**src/rtl/kl11_console.sv**
```systemverilog
// kl11_console: KL11/DL11 console UART with RCSR/RBUF/XCSR/XBUF registers.
// Define KL11_LOOPBACK_EN to make XCSR MAINT writable (internal tx->rx loop).
module kl11_console #(
  parameter int CLK_DIV = 434
) (
  input  logic        clk,
  input  logic        reset_n,
  input  logic [12:0] iopage_addr,
  input  logic [15:0] data_in,
  output logic [15:0] data_out,
  output logic        decode,
  input  logic        iopage_rd,
  input  logic        iopage_wr,
  input  logic        iopage_byte_op,
  input  logic        rx,
  output logic        tx,
  output logic        rx_int,
  output logic        tx_int
);

  localparam logic [12:0] BASE    = 13'o17560;
  localparam logic [11:0] DIV_M1  = 12'(CLK_DIV - 1);
  localparam logic [11:0] HALF_M1 = 12'(CLK_DIV / 2 - 1);

  typedef enum logic [1:0] {IDLE, START, DATA, STOP} st_t;

  logic [1:0]  sel;
  logic        lo_acc;
  logic        wr_lo;
  logic        rd_rbuf;
  logic        xbuf_ld;
  logic        rie;
  logic        tie;
  logic        maint;
  logic        done;
  logic        ovr;
  logic        fe;
  logic [7:0]  rdata;
  logic        ready;
  logic        tx_q;
  logic [1:0]  sync;
  logic        rx_prev;
  logic        rx_in;
  logic [15:0] word;
  logic        unused_bits;

  assign unused_bits = ^data_in;

  assign decode  = iopage_addr[12:3] == BASE[12:3];
  assign sel     = iopage_addr[2:1];
  // Odd-address byte writes only reach bits 15:8, none writable here
  assign lo_acc  = !(iopage_byte_op && iopage_addr[0]);
  assign wr_lo   = iopage_wr && decode && lo_acc;
  assign rd_rbuf = iopage_rd && decode && lo_acc && sel == 2'd1;
  assign xbuf_ld = wr_lo && sel == 2'd3 && ready;

`ifdef KL11_LOOPBACK_EN
  always_ff @(posedge clk or negedge reset_n) begin
    if (!reset_n) begin
      maint <= 1'b0;
    end else if (wr_lo && sel == 2'd2) begin
      maint <= data_in[2];
    end
  end
`else
  assign maint = 1'b0;
`endif

  always_ff @(posedge clk or negedge reset_n) begin
    if (!reset_n) begin
      rie <= 1'b0;
      tie <= 1'b0;
    end else if (wr_lo) begin
      if (sel == 2'd0) rie <= data_in[6];
      if (sel == 2'd2) tie <= data_in[6];
    end
  end

  // Loopback taps the raw tx stream, bypassing the synchronizer
  assign rx_in = maint ? tx_q : sync[1];

  always_ff @(posedge clk or negedge reset_n) begin
    if (!reset_n) begin
      sync    <= 2'b11;
      rx_prev <= 1'b1;
    end else begin
      sync    <= {sync[0], rx};
      rx_prev <= rx_in;
    end
  end

  st_t        rs_q, rs_d;
  logic [11:0] rcnt_q, rcnt_d;
  logic [3:0]  rbit_q, rbit_d;
  logic [7:0]  rsh_q, rsh_d;
  logic        rx_done;
  logic        rx_fe;

  always_comb begin
    rs_d    = rs_q;
    rcnt_d  = rcnt_q;
    rbit_d  = rbit_q;
    rsh_d   = rsh_q;
    rx_done = 1'b0;
    rx_fe   = 1'b0;
    unique case (rs_q)
      IDLE: begin
        if (rx_prev && !rx_in) begin
          rs_d   = START;
          rcnt_d = HALF_M1;
        end
      end
      START: begin
        if (rcnt_q == 12'd0) begin
          if (rx_in) begin
            rs_d = IDLE;
          end else begin
            rs_d   = DATA;
            rcnt_d = DIV_M1;
            rbit_d = 4'd0;
          end
        end else begin
          rcnt_d = rcnt_q - 12'd1;
        end
      end
      DATA: begin
        if (rcnt_q == 12'd0) begin
          rsh_d  = {rx_in, rsh_q[7:1]};
          rcnt_d = DIV_M1;
          rbit_d = rbit_q + 4'd1;
          if (rbit_q == 4'd7) rs_d = STOP;
        end else begin
          rcnt_d = rcnt_q - 12'd1;
        end
      end
      STOP: begin
        if (rcnt_q == 12'd0) begin
          rx_done = 1'b1;
          rx_fe   = !rx_in;
          rs_d    = IDLE;
        end else begin
          rcnt_d = rcnt_q - 12'd1;
        end
      end
      default: rs_d = IDLE;
    endcase
  end

  always_ff @(posedge clk or negedge reset_n) begin
    if (!reset_n) begin
      rs_q   <= IDLE;
      rcnt_q <= 12'd0;
      rbit_q <= 4'd0;
      rsh_q  <= 8'd0;
    end else begin
      rs_q   <= rs_d;
      rcnt_q <= rcnt_d;
      rbit_q <= rbit_d;
      rsh_q  <= rsh_d;
    end
  end

  // A completion on the same edge as an RBUF read wins
  always_ff @(posedge clk or negedge reset_n) begin
    if (!reset_n) begin
      done  <= 1'b0;
      ovr   <= 1'b0;
      fe    <= 1'b0;
      rdata <= 8'd0;
    end else if (rx_done) begin
      done  <= 1'b1;
      ovr   <= done;
      fe    <= rx_fe;
      rdata <= rsh_q;
    end else if (rd_rbuf) begin
      done <= 1'b0;
      ovr  <= 1'b0;
      fe   <= 1'b0;
    end
  end

  st_t        ts_q, ts_d;
  logic [11:0] tcnt_q, tcnt_d;
  logic [3:0]  tbit_q, tbit_d;
  logic [7:0]  tsh_q, tsh_d;
  logic        tx_d;
  logic        tx_fin;

  always_comb begin
    ts_d   = ts_q;
    tcnt_d = tcnt_q;
    tbit_d = tbit_q;
    tsh_d  = tsh_q;
    tx_d   = tx_q;
    tx_fin = 1'b0;
    unique case (ts_q)
      IDLE: begin
        if (xbuf_ld) begin
          ts_d   = START;
          tcnt_d = 12'd0;
          tsh_d  = data_in[7:0];
        end
      end
      START: begin
        if (tcnt_q == 12'd0) begin
          tx_d   = 1'b0;
          tcnt_d = DIV_M1;
          tbit_d = 4'd0;
          ts_d   = DATA;
        end else begin
          tcnt_d = tcnt_q - 12'd1;
        end
      end
      DATA: begin
        if (tcnt_q == 12'd0) begin
          tx_d   = tsh_q[0];
          tsh_d  = {1'b0, tsh_q[7:1]};
          tcnt_d = DIV_M1;
          tbit_d = tbit_q + 4'd1;
          if (tbit_q == 4'd7) ts_d = STOP;
        end else begin
          tcnt_d = tcnt_q - 12'd1;
        end
      end
      STOP: begin
        if (tcnt_q == 12'd0) begin
          if (tbit_q == 4'd8) begin
            tx_d   = 1'b1;
            tbit_d = 4'd9;
            tcnt_d = DIV_M1;
          end else begin
            tx_fin = 1'b1;
            ts_d   = IDLE;
          end
        end else begin
          tcnt_d = tcnt_q - 12'd1;
        end
      end
      default: ts_d = IDLE;
    endcase
  end

  always_ff @(posedge clk or negedge reset_n) begin
    if (!reset_n) begin
      ts_q   <= IDLE;
      tcnt_q <= 12'd0;
      tbit_q <= 4'd0;
      tsh_q  <= 8'd0;
      tx_q   <= 1'b1;
      ready  <= 1'b1;
    end else begin
      ts_q   <= ts_d;
      tcnt_q <= tcnt_d;
      tbit_q <= tbit_d;
      tsh_q  <= tsh_d;
      tx_q   <= tx_d;
      if (xbuf_ld) ready <= 1'b0;
      else if (tx_fin) ready <= 1'b1;
    end
  end

  assign tx     = maint ? 1'b1 : tx_q;
  assign rx_int = rie & done;
  assign tx_int = tie & ready;

  always_comb begin
    word     = 16'd0;
    data_out = 16'd0;
    unique case (1'b1)
      sel == 2'd0: word = {8'd0, done, rie, 6'd0};
      sel == 2'd1: word = {fe | ovr, ovr, fe, 5'd0, rdata};
      sel == 2'd2: word = {8'd0, ready, tie, 3'd0, maint, 2'd0};
      default:     word = 16'd0;
    endcase
    if (iopage_rd && decode) begin
      if (!iopage_byte_op) data_out = word;
      else if (iopage_addr[0]) data_out = {8'd0, word[15:8]};
      else data_out = {8'd0, word[7:0]};
    end
  end

endmodule

```
**config.mk**
```make
export PLATFORM = sky130hd
export DESIGN_NAME = kl11_console
export DESIGN_NICKNAME = d
export VERILOG_FILES = /design/src/rtl/kl11_console.sv
export SDC_FILE = /design/constraint.sdc
export NUM_CORES = 1
export LEC_CHECK = 0
export ABC_AREA = 1
export BUFFER_PORTS_ARGS = -buffer_cell sky130_fd_sc_hd__buf_2
export CAP_MARGIN = 20
export CORE_MARGIN = 3
export CORE_UTILIZATION = 55
export DETAILED_ROUTE_END_ITERATION = 8
export GPL_TIMING_DRIVEN = 0
export MAX_ROUTING_LAYER = met4
export PLACE_DENSITY = 0.76
export SYNTH_ARGS = -nofsm -noshare
export SYNTH_HDL_FRONTEND = slang
export SYNTH_SLANG_ARGS = --single-unit
```
**constraint.sdc**
```tcl
create_clock -name clk -period 2.3 [get_ports clk]
set_clock_uncertainty 0.05 [all_clocks]
set_input_delay 0.115 -clock clk [delete_from_list [all_inputs] [get_ports clk]]
set_output_delay 0.115 -clock clk [all_outputs]
set_load 0.01 [all_outputs]
```
==> results.py <==
metrics = {
    "outcome": {
        "status": "finished clean",
    },
    "timing": {
        "worst_pin_slew_ps": 900,
        "min_period_over_period": 0.807,
        "rsz0062_at_grt": "false",
        "tns_ps": 0,
        "finalSetupViolCount": 0,
        "max_freq_ghz": 0.539,
        "finalHoldViolations": 0,
        "finalMaxSlewViolations": 0,
        "slew_headroom": 0.400,
        "timing.final.ws_setup_ps": 444,
        "timing.final.crit_period_ps": 1860,
    },
    "synthesis": {
        "syn_area_per_cell_um2": 7.26,
        "syn_area_um2": 4240,
        "seq_area_frac_synth": 0.415,
        "synthCells": 583,
        "ys_types": 33,
        "ys.warnings.count": 0,
        "ys_ff_latch": 70,
    },
    "floorplan": {
        "boundaryPins": 55,
        "core_um2": 7370,
        "dieArea_um2": 8790,
        "dieHeight_um": 93.8,
        "num_rows": 31,
        "die_w_um": 93.8,
        "start_util": 0.575,
    },
    "route": {
        "first_pass_iters": 4,
        "wl_per_cell_um": 12.1,
        "num_vias": 3814,
        "viasPerCell": 5.11,
        "drc": 0,
        "drt-total-wl_um": 9010,
        "drtIter0Drc": 167,
        "antenna_left": 0,
    },
    "cells_and_area": {
        "final_cell_mix": "nand2_1, inv_1, dfrtp_1",
        "fin_nets": 694,
        "drive_above_1_share": 0.150,
        "final_common_cell": "nand2_1",
        "fin_util": 0.651,
        "final_area_um2": 4790,
        "area_growth_pct": 13.2,
        "antennaDiodeCount": 0,
    },
    "clock_network": {
        "clk_transition_reported_paths_ps": 80,
        "clockBufferDepth": 2,
        "cts_resized": 0,
        "cts-root-buf": "clkbuf_8",
        "cts_sinks": 70,
        "cts_made_buffers": 9,
        "clk-insertion-delay-late_ps": 350,
        "cts_tree": "done",
        "htree_levels": 3,
    },
    "place": {
        "gp_congestion": 0.885,
        "dp_slack_ps": 481,
        "place_area_um2": 4580,
        "hpwl_um": 6490,
        "numPortBuffers": 41,
    },
    "critical_path": {
        "worst-setup-path-type": "flip-flop to flip-flop",
        "arrival_ps": 2030,
        "startpoint_type": "flip-flop",
        "crit_required_ps": 2470,
        "endpoint_kind": "flip-flop",
        "cp_max_fo": 9,
    },
    "power_and_ir_drop": {
        "internal-power_w": 0.00206,
        "swShare": 0.374,
        "p_sw_w": 0.00123,
        "p_seq_frac": 0.431,
        "leakage_nw": 2.59,
        "pwr-share-comb": 0.287,
        "clkPwrFrac": 0.282,
        "max-vdd-ir-drop_mv": 0.542,
        "power_density_nw_per_um2": 688,
    },
    "grt": {
        "grt_pass1_vias": 3558,
        "grt_first_pass_wirelength_um": 16000,
        "antenna_found_initial": 0,
        "grt_usage": 0.229,
        "overflow": 0,
        "grt_max_degree": 71,
    },
    "hold_path": {
        "hp-class": "primary input to flip-flop",
    },
    "flow_run": {
        "maxCapViolations": 0,
    },
}
## worst max-delay path, stage by stage (launching register included)
cell      delay [ps]
dfrtp_1          430
inv_1            140
ha_1             150
clkbuf_1         320
nor2_1           120
a21oi_1          210
nand2_1          150
nand2_1           80
o21ai_0           80
## stage by stage
step / total power, W / hold slack, ps / std cells
detailed placement: 0.00237 / 171 / 727
finish: 0.00330 / 36.7 / 746
global route: 0.00353 / 84.4 / 746
floorplan: 0.00212 / -231 / 587
global placement: 0.00233 / 169 / 727
CTS: 0.00330 / 34.6 / 746
## synthesized netlist by cell type, drive strengths merged
library cell / instances / share of area
a21oi: 18 / 0.024
nor2: 62 / 0.063
buf: 10 / 0.016
inv: 82 / 0.073
dfstp: 5 / 0.031
dfrtp: 65 / 0.38
a31oi: 1 / 0.0015
conb: 1 / 0.00089
nand3: 45 / 0.056
o21a: 1 / 0.0018
o211ai: 1 / 0.0018
or2: 2 / 0.0030
o21ai: 42 / 0.050
nand2: 197 / 0.18
ha: 17 / 0.050
xor2: 14 / 0.029
nor3: 2 / 0.0024
o21bai: 1 / 0.0018
o22ai: 2 / 0.0030
clkbuf: 2 / 0.0018
nand3b: 5 / 0.0089
nand4: 8 / 0.013
## power by group through the flow
| stage | combinational (W) | sequential, W | clock, W |
|---|---|---|---|
| floorplan | 0.000699 | 0.00142 | 0 |
| global placement | 0.000892 | 0.00144 | 0 |
| detailed placement | 0.000924 | 0.00144 | 0 |
| CTS | 0.000938 | 0.00142 | 0.000946 |
| global route | 0.00110 | 0.00144 | 0.000995 |
| finish | 0.000945 | 0.00142 | 0.000930 |
## registers in the layout (all words and copies together), names as in the netlist, 4 cells and up, named ones only
register  flops
rbit_q        4
rcnt_q       12
rdata         8
rsh_q         8
tbit_q        4
tcnt_q       12
tsh_q         8
## metal layers
metal	vias up	part of all wire	GRT usage
li1	1946	-	-
met1	1777	0.46	0.301
met2	75	0.49	0.373
met3	16	0.034	0.0288
met4	0	0.014	0.0710
met5	-	0	-
## area by class of cell
cell class	instances	area, um^2
Buffer	12	76.3
Multi-Input combinational cell	423	2110
Timing Repair Buffer	44	238
Sequential cell	70	1760
Clock buffer	10	138
Inverter	82	308
Fill cell	659	2570
Clock inverter	6	45.0
Tap cell	99	124
## repair_timing
item,CTS,global route
hold endpoints to repair,67,0
hold buffers,3,0
setup buffers,0,0
## kinds of logic (layout without fill, tap and decap cells)
group / Yosys count / count (layout) / synth area share
buf+inv: 94 / 154 / 0.0907
flops: 70 / 70 / 0.415
other cells: 1 / 5 / 0.000885
xor+xnor: 14 / 14 / 0.0290
fa+ha+maj: 17 / 17 / 0.0502
compound gates: 66 / 66 / 0.0833
simple gates: 321 / 321 / 0.331
## final timing paths
kind / depth (start not counted) / slack [ps] / to / from
max: 8 / 440 / rbit_q[0] / rs_q[0]
min: 5 / 40 / tie / data_in[6]
min reg2reg: 0 / 310 / sync[1] / sync[0]
max reg2reg: 8 / 440 / rbit_q[0] / rs_q[0]
max in group asynchronous: 2 / 1220 / rcnt_q[2] / reset_n
min in group asynchronous: 2 / 370 / tbit_q[0] / reset_n
Power figures use the tool's default switching activity.
